## config.mk

```make
export PLATFORM = sky130hd
export DESIGN_NAME = dlfloat_mac_seq_flat
export DESIGN_NICKNAME = d
export VERILOG_FILES = /design/src/rtl/dlfloat_mac_seq_if.sv /design/src/rtl/dlfloat_mac_seq.sv /design/src/flat_wrapper.sv
export SDC_FILE = /design/constraint.sdc
export NUM_CORES = 1
export LEC_CHECK = 0
export ABC_AREA = 1
export BUFFER_PORTS_ARGS = -buffer_cell sky130_fd_sc_hd__buf_2
export CORE_MARGIN = 2
export CORE_UTILIZATION = 30
export CTS_CLUSTER_SIZE = 10
export DETAILED_ROUTE_END_ITERATION = 8
export GPL_TIMING_DRIVEN = 0
export MAX_ROUTING_LAYER = met4
export PLACE_DENSITY = 0.51
export SLEW_MARGIN = 20
export SYNTH_ARGS = -nofsm -noshare
export SYNTH_HDL_FRONTEND = slang
export SYNTH_SLANG_ARGS = --single-unit
```

## constraint.sdc

```tcl
create_clock -name clk -period 4.09 [get_ports clk]
set_input_delay 0 -clock clk [delete_from_list [all_inputs] [get_ports clk]]
set_output_delay 0 -clock clk [all_outputs]
set_load 0.05 [all_outputs]
```

## src/rtl/dlfloat_mac_seq_if.sv

```systemverilog
// Handshake bundle between the DLFloat16 dot-product sequencer, its operand/result
// ports and the MAC datapath. The sequencer uses the slave modport.
interface dlfloat_mac_seq_if #(
    parameter int CNT_W = 8
);
    logic             start;
    logic [CNT_W-1:0] len;
    logic             busy;
    logic             in_valid;
    logic [15:0]      in_data;
    logic             in_ready;
    logic [15:0]      mac_a;
    logic [15:0]      mac_b;
    logic             mac_en;
    logic             mac_clr;
    logic [15:0]      mac_c;
    logic             res_valid;
    logic [15:0]      res_data;
    logic             res_ready;

    modport master (
        output start, len, in_valid, in_data, mac_c, res_ready,
        input  busy, in_ready, mac_a, mac_b, mac_en, mac_clr, res_valid, res_data
    );

    modport slave (
        input  start, len, in_valid, in_data, mac_c, res_ready,
        output busy, in_ready, mac_a, mac_b, mac_en, mac_clr, res_valid, res_data
    );
endinterface

```

## src/rtl/dlfloat_mac_seq.sv

```systemverilog
// Length-controlled dot-product job sequencer feeding a DLFloat16 MAC.
// Define DLFLOAT_SEQ_ZERO_SKIP_EN to skip non-first pairs that have a zero operand.
module dlfloat_mac_seq #(
    parameter int MAC_LAT = 3,
    parameter int CNT_W   = 8
) (
    input  logic               clk,
    input  logic               rst,
    dlfloat_mac_seq_if.slave   bus
);
    localparam int WAIT_W = $clog2(MAC_LAT + 1);

    typedef enum logic [2:0] {
        IDLE,
        GET_A,
        GET_B,
        ISSUE,
        WAIT,
        DONE
    } state_t;

    state_t            state_q, state_d;
    logic [CNT_W-1:0]  remaining_q, remaining_d;
    logic              first_q, first_d;
    logic [15:0]       a_reg_q, a_reg_d;
    logic [15:0]       mac_a_q, mac_a_d;
    logic [15:0]       mac_b_q, mac_b_d;
    logic [WAIT_W-1:0] wait_q, wait_d;
    logic [15:0]       res_data_q, res_data_d;
    logic              skip_pair;

    // The first pair is never skipped: its issue is what clears the accumulator.
`ifdef DLFLOAT_SEQ_ZERO_SKIP_EN
    always_comb begin
        skip_pair = !first_q && ((a_reg_q[14:0] == 15'd0) || (bus.in_data[14:0] == 15'd0));
    end
`else
    always_comb begin
        skip_pair = 1'b0;
    end
`endif

    always_comb begin
        state_d     = state_q;
        remaining_d = remaining_q;
        first_d     = first_q;
        a_reg_d     = a_reg_q;
        mac_a_d     = mac_a_q;
        mac_b_d     = mac_b_q;
        wait_d      = wait_q;
        res_data_d  = res_data_q;
        case (state_q)
            IDLE: begin
                if (bus.start) begin
                    remaining_d = bus.len;
                    first_d     = 1'b1;
                    if (bus.len == '0) begin
                        res_data_d = 16'h0000;
                        state_d    = DONE;
                    end else begin
                        state_d = GET_A;
                    end
                end
            end
            GET_A: begin
                if (bus.in_valid) begin
                    a_reg_d = bus.in_data;
                    state_d = GET_B;
                end
            end
            GET_B: begin
                if (bus.in_valid) begin
                    if (skip_pair) begin
                        if (remaining_q != '0) begin
                            remaining_d = remaining_q - CNT_W'(1);
                        end
                        if (remaining_q <= CNT_W'(1)) begin
                            res_data_d = bus.mac_c;
                            state_d    = DONE;
                        end else begin
                            state_d = GET_A;
                        end
                    end else begin
                        mac_a_d = a_reg_q;
                        mac_b_d = bus.in_data;
                        state_d = ISSUE;
                    end
                end
            end
            ISSUE: begin
                first_d = 1'b0;
                if (remaining_q != '0) begin
                    remaining_d = remaining_q - CNT_W'(1);
                end
                wait_d  = WAIT_W'(MAC_LAT);
                state_d = WAIT;
            end
            WAIT: begin
                // mac_c carries this pair's accumulation on the final WAIT cycle.
                if (wait_q <= WAIT_W'(1)) begin
                    if (remaining_q == '0) begin
                        res_data_d = bus.mac_c;
                        state_d    = DONE;
                    end else begin
                        state_d = GET_A;
                    end
                end else begin
                    wait_d = wait_q - WAIT_W'(1);
                end
            end
            DONE: begin
                if (bus.res_ready) begin
                    state_d = IDLE;
                end
            end
            default: begin
                state_d = IDLE;
            end
        endcase
    end

    always_ff @(posedge clk or posedge rst) begin
        if (rst) begin
            state_q     <= IDLE;
            remaining_q <= '0;
            first_q     <= 1'b0;
            a_reg_q     <= 16'h0000;
            mac_a_q     <= 16'h0000;
            mac_b_q     <= 16'h0000;
            wait_q      <= '0;
            res_data_q  <= 16'h0000;
        end else begin
            state_q     <= state_d;
            remaining_q <= remaining_d;
            first_q     <= first_d;
            a_reg_q     <= a_reg_d;
            mac_a_q     <= mac_a_d;
            mac_b_q     <= mac_b_d;
            wait_q      <= wait_d;
            res_data_q  <= res_data_d;
        end
    end

    // Control outputs decode straight from state so reset clears them at once.
    assign bus.busy      = (state_q != IDLE);
    assign bus.in_ready  = (state_q == GET_A) || (state_q == GET_B);
    assign bus.mac_en    = (state_q == ISSUE);
    assign bus.mac_clr   = (state_q == ISSUE) && first_q;
    assign bus.res_valid = (state_q == DONE);
    assign bus.mac_a     = mac_a_q;
    assign bus.mac_b     = mac_b_q;
    assign bus.res_data  = res_data_q;
endmodule

```

## src/flat_wrapper.sv

```systemverilog
// flat-port wrapper written by rule: the top's interface ports become plain ports
module dlfloat_mac_seq_flat 
#(
    parameter int MAC_LAT = 3,
    parameter int CNT_W   = 8
)
  (clk, rst, bus_start, bus_len, bus_in_valid, bus_in_data, bus_mac_c, bus_res_ready, bus_busy, bus_in_ready, bus_mac_a, bus_mac_b, bus_mac_en, bus_mac_clr, bus_res_valid, bus_res_data);
  dlfloat_mac_seq_if #(.CNT_W(CNT_W)) bus_i ();
  input  logic clk;
  input  logic rst;
  input wire logic [$bits(bus_i.start)-1:0] bus_start;
  input wire logic [$bits(bus_i.len)-1:0] bus_len;
  input wire logic [$bits(bus_i.in_valid)-1:0] bus_in_valid;
  input wire logic [$bits(bus_i.in_data)-1:0] bus_in_data;
  input wire logic [$bits(bus_i.mac_c)-1:0] bus_mac_c;
  input wire logic [$bits(bus_i.res_ready)-1:0] bus_res_ready;
  output wire logic [$bits(bus_i.busy)-1:0] bus_busy;
  output wire logic [$bits(bus_i.in_ready)-1:0] bus_in_ready;
  output wire logic [$bits(bus_i.mac_a)-1:0] bus_mac_a;
  output wire logic [$bits(bus_i.mac_b)-1:0] bus_mac_b;
  output wire logic [$bits(bus_i.mac_en)-1:0] bus_mac_en;
  output wire logic [$bits(bus_i.mac_clr)-1:0] bus_mac_clr;
  output wire logic [$bits(bus_i.res_valid)-1:0] bus_res_valid;
  output wire logic [$bits(bus_i.res_data)-1:0] bus_res_data;
  assign bus_i.start = bus_start;
  assign bus_i.len = bus_len;
  assign bus_i.in_valid = bus_in_valid;
  assign bus_i.in_data = bus_in_data;
  assign bus_i.mac_c = bus_mac_c;
  assign bus_i.res_ready = bus_res_ready;
  assign bus_busy = bus_i.busy;
  assign bus_in_ready = bus_i.in_ready;
  assign bus_mac_a = bus_i.mac_a;
  assign bus_mac_b = bus_i.mac_b;
  assign bus_mac_en = bus_i.mac_en;
  assign bus_mac_clr = bus_i.mac_clr;
  assign bus_res_valid = bus_i.res_valid;
  assign bus_res_data = bus_i.res_data;
  dlfloat_mac_seq #(.MAC_LAT(MAC_LAT), .CNT_W(CNT_W)) u_core (.clk(clk), .rst(rst), .bus(bus_i));
endmodule
```

==> run_results.csv, run 1 <==
group,metric,value,unit
logic_synthesis,yosysTopAreaCell,"dfrtp_1",
grt,grt_max_degree,42,
logic_synthesis,synth_top_family_by_area,"simple AND/OR/NAND/NOR gates",
power,powerDensity,856,nW/um2
grt,first_global_vias,3040,
finish,antenna_cells,0,
timing,finalSetupTns,0,ns
critical_path,cp-start-kind,"flip-flop",
critical_path,crit_type,"flip-flop to output port",
clock_tree,cts_root_buf,"clkbuf_16",
logic_synthesis,synth-compound-area-share,0.0740,
detailed_routing,drtPass1Iterations,4,
power,swShare,0.475,
power,power,4.26,mW
timing,finalCritPeriodShare,0.437,
detailed_routing,drtIter0Drc,100,
timing,finClkSkew,0.00759,ns
clock_tree,clock_latency,0.33,ns
critical_path,crit_arrival,1.79,ns
logic_synthesis,ys_seq_area_frac,0.545,
floorplanning,start_util,0.311,
detailed_routing,wl_per_cell,12.3,um
detailed_routing,drt_wl_total,8660,um
grt,antenna_found_initial,0,
finish,nFillCells,1147,
timing,rsz0062_at_grt,"false",
clock_tree,cts_buffers,9,
floorplanning,num_io_pins,98,
clock_tree,cts_setup_buffers,0,
floorplanning,core_area,11500,um2
logic_synthesis,avgSynthCellArea,8.76,um2
power,power_frac_seq,0.303,
timing,holdWs,0.00329,ns
logic_synthesis,ys_warn_count,0,
logic_synthesis,synth_fa_ha_area_frac,0.0105,
clock_tree,postCtsHoldBufs,38,
detailed_routing,num_vias,3098,
logic_synthesis,ys_types,27,
power,p_int,2.23,mW
timing,period_minus_slack,1.79,ns
logic_synthesis,syn_area,3580,um2
placement,portBuffers,97,
timing,max-slew-margin-rel,0.639,
power,p_clk_frac,0.205,
power,power_leakage,2.71,nW
finish,nNetsFinal,604,
detailed_routing,drc_errors,0,
power,vdd_drop_max,363,uV
run_status,outcome,"finished clean",
job,drv_cap,0,
clock_tree,htreeDepth,3,
logic_synthesis,synth.net_count,457,
logic_synthesis,netlist_instances,409,
logic_synthesis,yosys-top-cells-area,"dfrtp_1 (54%), nand2_1 (12%), o21ai_0 (6.7%)",
finish,drive_above_1_share,0.283,
critical_path,required,4.09,ns
placement,gp_congestion,0.820,
clock_tree,clock_path_buffers,2,
logic_synthesis,yosys.area_share.simple,0.239,
detailed_routing,avgViaCountPerCell,4.40,
timing,setup_slack,2.30,ns
timing,finalMaxSlewViolations,0,
detailed_routing,antenna_left,0,
critical_path,crit_path_max_fanout,10,
finish,syn2layout_area_growth,38.8,%
power,pwr-share-comb,0.492,
clock_tree,clk_pin_slew,0.06,ns
hold_path,hp-class,"input pin to flip-flop",
grt,grt-ovfl-total,0,
critical_path,r2r_slack,2.34,ns
power,switching_power,2.02,mW
logic_synthesis,ys_ff_latch,78,
clock_tree,cts_tree,"done",
floorplanning,num_rows,39,
logic_synthesis,synth-xor-area-share,0.00244,
logic_synthesis,muxShareOfSynthArea,0.0503,
grt,grt_usage,0.148,
critical_path,crit_path_end_kind,"output port",
timing,worst_pin_slew,0.542,ns
logic_synthesis,yosysTopAreaCellShare,0.545,
timing,fmax,559,MHz
grt,grt_pass1_wl,14600,um
timing,setup_viol,0,
timing,hold_viol_final,0,
placement,dp_hpwl,6090,um
floorplanning,die_w,113,um
clock_tree,cts_resized,0,
placement,place_ws,2.35,ns
clock_tree,cts.sinks,78,
floorplanning,dieArea,12800,um2
floorplanning,die_y,113,um
## critical path, stage by stage, from the launching register on
cell	delay [ns]
dfrtp_1	0.41
inv_1	0.11
nor2_1	0.16
nand2_1	0.17
buf_2	0.23
nor2_1	0.09
buf_2	0.27
## logic make-up (layout without fill, tap and decap cells)
logic type | after synthesis | count (layout)
xor+xnor | 1 | 1
buf+inv | 69 | 221
mux | 16 | 16
flops | 78 | 78
simple gates | 190 | 190
compound gates | 52 | 52
fa+ha+maj | 3 | 3
## routing by layer
| layer | share of wire | track usage |
|---|---|---|
| met3 | 0.049 | 0.0332 |
| met5 | 0 | - |
| met4 | 0.017 | 0.0561 |
| met2 | 0.46 | 0.230 |
| met1 | 0.47 | 0.190 |
## cells in the mapped netlist
cell type and number:
nand3b_1 1, o21ai_2 1, nor2_2 2, buf_2 7
nand2_2 4, nor3_1 1, or2_2 1, o21ai_0 48
ha_1 3, o21ai_1 1, dfrtp_1 78, nor2_8 3
clkbuf_1 4, nor2_4 2, a31oi_1 1, inv_2 4
nand2_1 111, nand4_1 3, nor2_1 33, inv_1 51
nand3_1 27, xnor2_1 1, mux2_2 16, buf_4 2
nand2_4 2, a21oi_1 1, buf_6 1
## placed cells by master (no fill, tap or decap), drive strengths merged
cell,count
nand2,117
buf,108
dfrtp,78
inv,56
o21ai,50
nor2,40
dlygate4sd3,38
nand3,27
mux2,16
clkbuf,15
nand4,3
ha,3
bufinv,2
a31oi,1
nand3b,1
a21oi,1
xnor2,1
or2,1
nor3,1
clkinvlp,1
clkinv,1
## final timing paths
path	start	to	depth (start not counted)
worst max-delay path	u_core.state_q[1]$_DFFE_PP0P_	bus_mac_clr	6
worst min-delay path	bus_len[0]	u_core.remaining_q[0]$_DFFE_PP0P_	5
worst max register to register	u_core.remaining_q[0]$_DFFE_PP0P_	u_core.bus.res_data[10]$_DFFE_PP0P_	10
worst min register to register	u_core.bus.res_data[14]$_DFFE_PP0P_	u_core.bus.res_data[14]$_DFFE_PP0P_	2
max in group asynchronous	rst	u_core.a_reg_q[8]$_DFFE_PP0P_	4
min in group asynchronous	rst	u_core.bus.res_data[4]$_DFFE_PP0P_	3
## final cells by class
class | instances | area [um2] | area share
clock inverter | 5 | 81.3 | 0.0164
multi-input combinational | 262 | 1350 | 0.271
inverter | 55 | 209 | 0.0420
tap | 143 | 179 | 0.0360
buffer | 14 | 76.3 | 0.0153
clock buffer | 11 | 243 | 0.0488
sequential | 78 | 1950 | 0.392
timing repair buffer | 136 | 886 | 0.178
## stage by stage
step           instance area [um2]  std cells   util
2_1_floorplan                 3580        409      -
3_3_place_gp                  4250        649  0.369
3_5_place_dp                  4270        650  0.371
4_1_cts                       4970        704  0.432
5_1_grt                       4970        704  0.432
6_report                      4970        704  0.432
## power by group through the flow
stage	registers (mW)	clock network [mW]	logic, mW
2_1_floorplan	1.90	0	0.980
3_3_place_gp	1.29	0	2.07
6_report	1.29	0.874	2.09
4_1_cts	1.29	0.899	2.12
5_1_grt	1.33	0.937	2.30
3_5_place_dp	1.30	0	2.09
## registers in the layout, summed over array words and instances (netlist names)
name,count
u_core.bus.mac_a,16
u_core.remaining_q,8
u_core.bus.res_data,16
u_core.state_q,3
u_core.bus.mac_b,16
u_core.a_reg_q,16
u_core.first_q,1
u_core.wait_q,2
Power figures use the tool's default switching activity.
==> run 2, diff against run 1 <==
clock period = 1.85 ns   (was 4.09 ns; I/O delays follow)
==> run 2 against run 1 <==
Compared with the run above: design area is 0.43% higher; utilization rose by 0.18 points; flip-flop and latch count did not move; critical endpoint unchanged; largest cell class unchanged.
==> run_results.csv, run 2 (same netlist as run 1, synthesis figures left out) <==
group,metric,value,unit
power,pwr-share-comb,0.492,
detailed_routing,antenna_left,0,
detailed_routing,wl_per_cell,12.8,um
power,p_int,4.95,mW
timing,finClkSkew,0.00820,ns
clock_tree,clock_latency,0.34,ns
power,swShare,0.478,
finish,layout.cells.non_filler,704,
finish,layout_commonest_cell,"nand2_1",
clock_tree,clk_pin_slew,0.06,ns
critical_path,crit_path_max_incr_delay,0.47,ns
critical_path,crit_start,"u_core.state_q[2]$_DFFE_PP0P_",
detailed_routing,drtIter0Drc,135,
timing,finalSetupTns,0,ns
timing,period_minus_slack,1.72,ns
detailed_routing,drc_errors,0,
placement,gp_congestion,0.835,
critical_path,r2r_slack,0.14,ns
grt,first_global_vias,3178,
grt,grt_usage,0.154,
timing,fmax,581,MHz
detailed_routing,route.met2.wl,4220,um
detailed_routing,drt_wl_total,9020,um
critical_path,path_delay_family,"flip-flops",
critical_path,crit_path_end_kind,"output port",
power,powerDensity,1900,nW/um2
timing,hold_viol_final,0,
critical_path,cp.depth,5,
finish,fin_area,4990,um2
finish,syn2layout_area_growth,39.4,%
critical_path,critPathCapture,"bus_mac_clr",
critical_path,cp-start-kind,"flip-flop",
timing,setup_viol,0,
critical_path,worstReg2RegEnd,"u_core.bus.res_data[12]$_DFFE_PP0P_",
power,power_frac_seq,0.300,
power,switching_power,4.53,mW
hold_path,hp-class,"input pin to flip-flop",
placement,place_area,4290,um2
placement,dp.cells,651,
finish,nFillCells,1137,
clock_tree,cts_buffers,9,
finish,nNetsFinal,603,
grt,grt_pass1_wl,15200,um
grt,grt_max_degree,29,
critical_path,r2r-start,"u_core.remaining_q[0]$_DFFE_PP0P_",
run_status,outcome,"finished clean",
floorplanning,die_y,113,um
grt,antenna_found_initial,1,
critical_path,crit_arrival,1.72,ns
finish,drive_above_1_share,0.289,
job,drv_cap,0,
floorplanning,die_w,113,um
critical_path,cp.buffers_inverters,2,
detailed_routing,drtPass1Iterations,4,
placement,portBuffers,97,
clock_tree,htreeDepth,3,
timing,rsz0062_at_grt,"false",
clock_tree,clock_path_buffers,2,
timing,max-slew-margin-rel,0.553,
clock_tree,cts.sinks,78,
timing,worst_pin_slew,0.669,ns
critical_path,required,1.85,ns
detailed_routing,avgViaCountPerCell,4.42,
finish,final_cell_mix,"nand2_1 (111), buf_2 (103), dfrtp_1 (78), inv_1 (50), o21ai_0 (48)",
floorplanning,num_io_pins,98,
critical_path,crit_path_max_fanout,10,
timing,finalMaxSlewViolations,0,
floorplanning,start_util,0.311,
timing,setup_slack,0.128,ns
detailed_routing,num_vias,3109,
detailed_routing,top_layer,"met4",
floorplanning,num_rows,39,
grt,grt-ovfl-total,0,
power,vdd_drop_max,909,uV
critical_path,path_cells,"nor2_2 -> nand2_1 -> buf_2 -> nor2_1 -> clkbuf_4",
critical_path,crit_type,"flip-flop to output port",
detailed_routing,wl_met3,477,um
clock_tree,cts_tree,"done",
critical_path,cpMaxStageDelayCell,"dfrtp_1",
power,power_leakage,2.71,nW
critical_path,rr_worst_depth,10,
floorplanning,dieArea,12800,um2
placement,dp_hpwl,6430,um
detailed_routing,m1WireLength,4130,um
timing,finalCritPeriodShare,0.931,
power,p_clk_frac,0.207,
floorplanning,core_area,11500,um2
clock_tree,cts_root_buf,"clkbuf_16",
placement,place_ws,0.0993,ns
==> run 2: cell count changes in the layout (fill, tap and decap cells not counted), sizes merged <==
cell,delta
diode,+1
clkinvlp,+2
clkinv,-1
dlygate4sd3,-2
==> run 2: worst min-delay path by stage <==
| stage | from | to | cells past startpoint |
|---|---|---|---|
| after global routing | bus_mac_c[1] | u_core.bus.res_data[1]$_DFFE_PP0P_ | 5 |
| after CTS | bus_len[1] | u_core.remaining_q[1]$_DFFE_PP0P_ | 5 |
| after global placement | bus_in_data[10] | u_core.a_reg_q[10]$_DFFE_PP0P_ | 3 |
| final | bus_mac_c[1] | u_core.bus.res_data[1]$_DFFE_PP0P_ | 5 |
| after detailed placement | rst | u_core.bus.res_data[9]$_DFFE_PP0P_ | 2 |
| after floorplan | bus_in_data[1] | u_core.bus.mac_b[1]$_DFFE_PP0P_ | 2 |
==> run 2: timing repair <==
action | CTS | global route
setup buffers | 0 | 0
gates resized for setup | 0 | 3
endpoints found under the hold margin | 78 | 0
setup endpoints to repair | 0 | 11
hold buffers | 36 | 0
==> run 2: layer usage <==
| metal | up-vias | GRT usage |
|---|---|---|
| li1 | 1574 | - |
| met2 | 85 | 0.246 |
| met1 | 1436 | 0.185 |
| met5 | - | - |
| met3 | 14 | 0.0354 |
| met4 | 0 | 0.0691 |
==> run 2: worst reg2reg max path, cell delays in order (launching register included) <==
cell and delay, ns:
dfrtp_1 0.37, inv_1 0.14, ha_1 0.18, nand2_1 0.12, nor2_4 0.20, nor2_8 0.05, nor2_8 0.16, nand2_4 0.11
buf_6 0.16, nand2_1 0.06, nand2_1 0.05
==> run 2: power groups by stage <==
| stage | sequential (mW) | combinational, mW | clock [mW] |
|---|---|---|---|
| after CTS | 2.85 | 4.71 | 2.02 |
| final | 2.85 | 4.67 | 1.97 |
| after floorplan | 4.21 | 2.17 | 0 |
| after global placement | 2.85 | 4.58 | 0 |
| after detailed placement | 2.87 | 4.64 | 0 |
| after global routing | 2.94 | 5.12 | 2.09 |
==> run 2: cell type report <==
class	count	area, um2	area share
multi-input cells	262	1360	0.271
diodes	1	2.50	0.000501
flip-flops and latches	78	1950	0.391
clock inverters	6	92.6	0.0185
clock buffers	10	239	0.0478
inverters	55	210	0.0421
well taps	143	179	0.0358
plain buffers	14	76.3	0.0153
repair buffers	135	888	0.178
==> run 2: per-stage QoR <==
step	hold WS, ns	total power [mW]	utilization
finish	0.0141	9.48	0.434
global route	0.0261	10.2	0.434
CTS	0.00499	9.58	0.433
detailed placement	0.138	7.51	0.373
global placement	0.274	7.43	0.369
floorplan	0.159	6.37	-
==> run 3, diff against run 2 <==
ABC_AREA = not set   (was 1)
==> run 3 against run 2 <==
Compared with the run above: the flow now finishes with violations (setup timing); clock skew fell by 0.0030 ns; final cell count fell by 16%; critical endpoint is now u_core.remaining_q[5]$_DFFE_PP0P_; largest cell class unchanged; register-to-register slack got worse by 0.15 ns; total power fell by 4.5%; combinational power fell by 9.4%; critical path type is now flip-flop to flip-flop; sequential power fell by 2%; highest routed layer unchanged; global-route usage fell by 0.97 points.
==> run_results.csv, run 3 <==
group,metric,value,unit
critical_path,path_delay_family,"simple AND/OR/NAND/NOR gates",
critical_path,cp.depth,4,
logic_synthesis,synthArstFlopShare,1.00,
timing,setup_viol,1,
run_status,violations,"setup timing",
critical_path,cp.buffers_inverters,0,
floorplanning,num_rows,39,
floorplanning,die_w,113,um
timing,finalCritPeriodShare,1.00,
clock_tree,cts_root_buf,"clkbuf_16",
finish,regArea,1950,um2
critical_path,cpMaxStageDelayCell,"or3_2",
floorplanning,dieArea,12700,um2
logic_synthesis,synth_edf_count,0,
timing,finalMaxSlewViolations,0,
timing,period_minus_slack,1.86,ns
run_status,outcome,"complete, but fails checks",
clock_tree,cts_tree,"done",
critical_path,crit_type,"flip-flop to flip-flop",
logic_synthesis,avgSynthCellArea,12.6,um2
critical_path,path_cells,"or3_1 -> or3_2 -> a221oi_1 -> o22a_1",
floorplanning,num_io_pins,98,
clock_tree,clock_path_buffers,2,
placement,dp.cells,523,
finish,layout.cells.non_filler,591,
hold_path,hold_depth,3,
critical_path,crit_arrival,2.13,ns
finish,nNetsFinal,492,
logic_synthesis,ys_types,52,
critical_path,cp-start-kind,"flip-flop",
timing,holdWs,0.0388,ns
timing,rsz0062_at_grt,"true",
finish,nFillCells,1058,
clock_tree,cts.sinks,78,
detailed_routing,drtIter0Drc,59,
clock_tree,clk_pin_slew,0.06,ns
finish,antenna_cells,0,
logic_synthesis,yosysTopAreaCellShare,0.551,
clock_tree,htreeDepth,3,
detailed_routing,drtPass1Iterations,4,
detailed_routing,drc_errors,0,
grt,antenna_found_initial,0,
clock_tree,clock_latency,0.34,ns
placement,gp_congestion,0.757,
power,power_leakage,2.36,nW
logic_synthesis,synthFlopType,"dfrtp_1",
timing,hold_viol_final,0,
detailed_routing,drt_wl_total,8650,um
timing,setup_slack,-0.00729,ns
timing,max-slew-margin-rel,0.605,
logic_synthesis,netlist_instances,281,
placement,portBuffers,97,
logic_synthesis,synth.net_count,329,
logic_synthesis,post-synth-top-count-cell,"dfrtp_1",
detailed_routing,avgViaCountPerCell,4.66,
logic_synthesis,ys_ff_latch,78,
grt,grt_max_degree,31,
grt,grt-ovfl-total,0,
grt,grt_usage,0.144,
critical_path,crit_path_end_kind,"flip-flop",
critical_path,crit_path_max_fanout,5,
critical_path,r2r-start,"u_core.remaining_q[2]$_DFFE_PP0P_",
logic_synthesis,ys_top_cells_by_count,"dfrtp_1 (78), mux2_2 (50), inv_1 (26), nand2_1 (26), mux2i_1 (16)",
finish,layout_commonest_cell,"buf_2",
grt,first_global_vias,2807,
logic_synthesis,yosys-top-cells-area,"dfrtp_1 (55%), mux2_2 (16%), mux2i_1 (4.5%)",
logic_synthesis,ys_warn_count,0,
detailed_routing,wl_per_cell,14.6,um
detailed_routing,antenna_left,0,
grt,met3_usage,0.0405,
timing,worst_pin_slew,0.590,ns
finish,final_cell_mix,"buf_2 (96), dfrtp_1 (76), mux2_2 (50), dlygate4sd3_1 (36), nand2_1 (25)",
critical_path,crit_path_max_incr_delay,0.47,ns
timing,finClkSkew,0.00524,ns
floorplanning,start_util,0.309,
critical_path,rr_worst_depth,4,
floorplanning,die_y,113,um
grt,grt_pass1_wl,13900,um
job,drv_cap,0,
grt,grt_use_met2,0.224,
hold_path,hold_start,"bus_len[0]",
logic_synthesis,ys_seq_area_frac,0.551,
hold_path,hp-class,"input pin to flip-flop",
logic_synthesis,syn_area,3540,um2
clock_tree,cts_buffers,9,
logic_synthesis,yosysTopAreaCell,"dfrtp_1",
floorplanning,core_area,11500,um2
placement,dp_hpwl,5700,um
grt,met1_usage,0.175,
power,powerDensity,1730,nW/um2
finish,drive_above_1_share,0.493,
finish,syn2layout_area_growth,48.1,%
critical_path,required,2.13,ns
critical_path,crit_start,"u_core.remaining_q[2]$_DFFE_PP0P_",
finish,multi_input_area,1480,um2
grt,grt_busiest_layer,"met2",
timing,fmax,538,MHz
detailed_routing,num_vias,2754,
power,vdd_drop_max,1230,uV
-- run 3: cell count changes in the layout (fill, tap and decap cells not counted), sizes merged, moves of 13 or more --
cell and delta:
mux2 +34, inv -31, nand2 -90, buf +13, nor2 -33, o21ai -45, nand3 -25, mux2i +16
-- run 3: logic make-up (layout without fill, tap and decap cells) --
kind of cell | count (synthesis) | in the layout | share of synthesized area
AND/OR/NAND/NOR | 58 | 58 | 0.0897
flip-flops | 78 | 78 | 0.551
AO/OA/AOI/OAI | 37 | 38 | 0.0883
buffers and inverters | 39 | 205 | 0.0562
multiplexers | 66 | 66 | 0.204
adder cells (fa/ha/maj) | 3 | 3 | 0.0106
-- run 3: layout make-up --
| class | instances | area share |
|---|---|---|
| timing repair buffer | 151 | 0.199 |
| clock inverter | 4 | 0.0181 |
| tap | 143 | 0.0341 |
| inverter | 26 | 0.0193 |
| clock buffer | 11 | 0.0463 |
| buffer | 13 | 0.0289 |
| sequential | 78 | 0.373 |
| multi-input combinational | 165 | 0.282 |
-- run 3: timing repair --
| item | CTS | global route |
|---|---|---|
| gates cloned | 1 | 2 |
| resized for setup | 22 | 17 |
| pin swaps | 5 | 3 |
| setup buffers | 6 | 8 |
| setup endpoints to repair | 63 | 53 |
| hold buffers | 36 | 0 |
| hold endpoints to repair | 71 | 0 |
-- run 3: worst paths after layout --
| kind | slack (ns) | to |
|---|---|---|
| worst max-delay path | -0.007 | u_core.remaining_q[5]$_DFFE_PP0P_ |
| worst min register to register | 0.50 | u_core.a_reg_q[8]$_DFFE_PP0P_ |
| min in group asynchronous | 0.25 | u_core.bus.mac_b[12]$_DFFE_PP0P_ |
| worst max register to register | -0.007 | u_core.remaining_q[5]$_DFFE_PP0P_ |
| worst min-delay path | 0.04 | u_core.remaining_q[0]$_DFFE_PP0P_ |
| max in group asynchronous | 1.07 | u_core.remaining_q[6]$_DFFE_PP0P_ |
-- run 3: worst register-to-register path, cell delays in order, from the launching register on --
cell and delay (ns):
dfrtp_1 0.45, or3_1 0.42, or3_2 0.47, a221oi_1 0.29
o22a_1 0.18
-- run 3: per-layer routing --
metal  vias to the layer above  wire length, um  share of wire
met5                         -                0              0
met3                        12              476          0.055
met1                      1355             3940           0.46
met4                         0              113          0.013
li1                       1314                -              -
met2                        73             4120           0.48
-- run 3: through the flow --
step	worst slack (ns)	power, mW	area, um2	util	TNS (ns)
3_5_place_dp	-0.343	6.70	4260	0.371	-12.84
4_1_cts	-0.0213	8.99	5090	0.444	-0.0692
3_3_place_gp	-0.315	6.63	4220	0.368	-12.38
6_report	-0.00729	9.06	5250	0.458	-0.00729
5_1_grt	-0.0849	9.60	5250	0.458	-0.718
2_1_floorplan	0.0604	5.79	3550	-	0
-- run 3: power by group --
group	total [mW]	internal [mW]	leakage, nW	switching [mW]
Sequential	2.79	2.40	0.957	0.393
Clock	2.03	1.35	0.166	0.688
Combinational	4.23	1.58	1.23	2.66
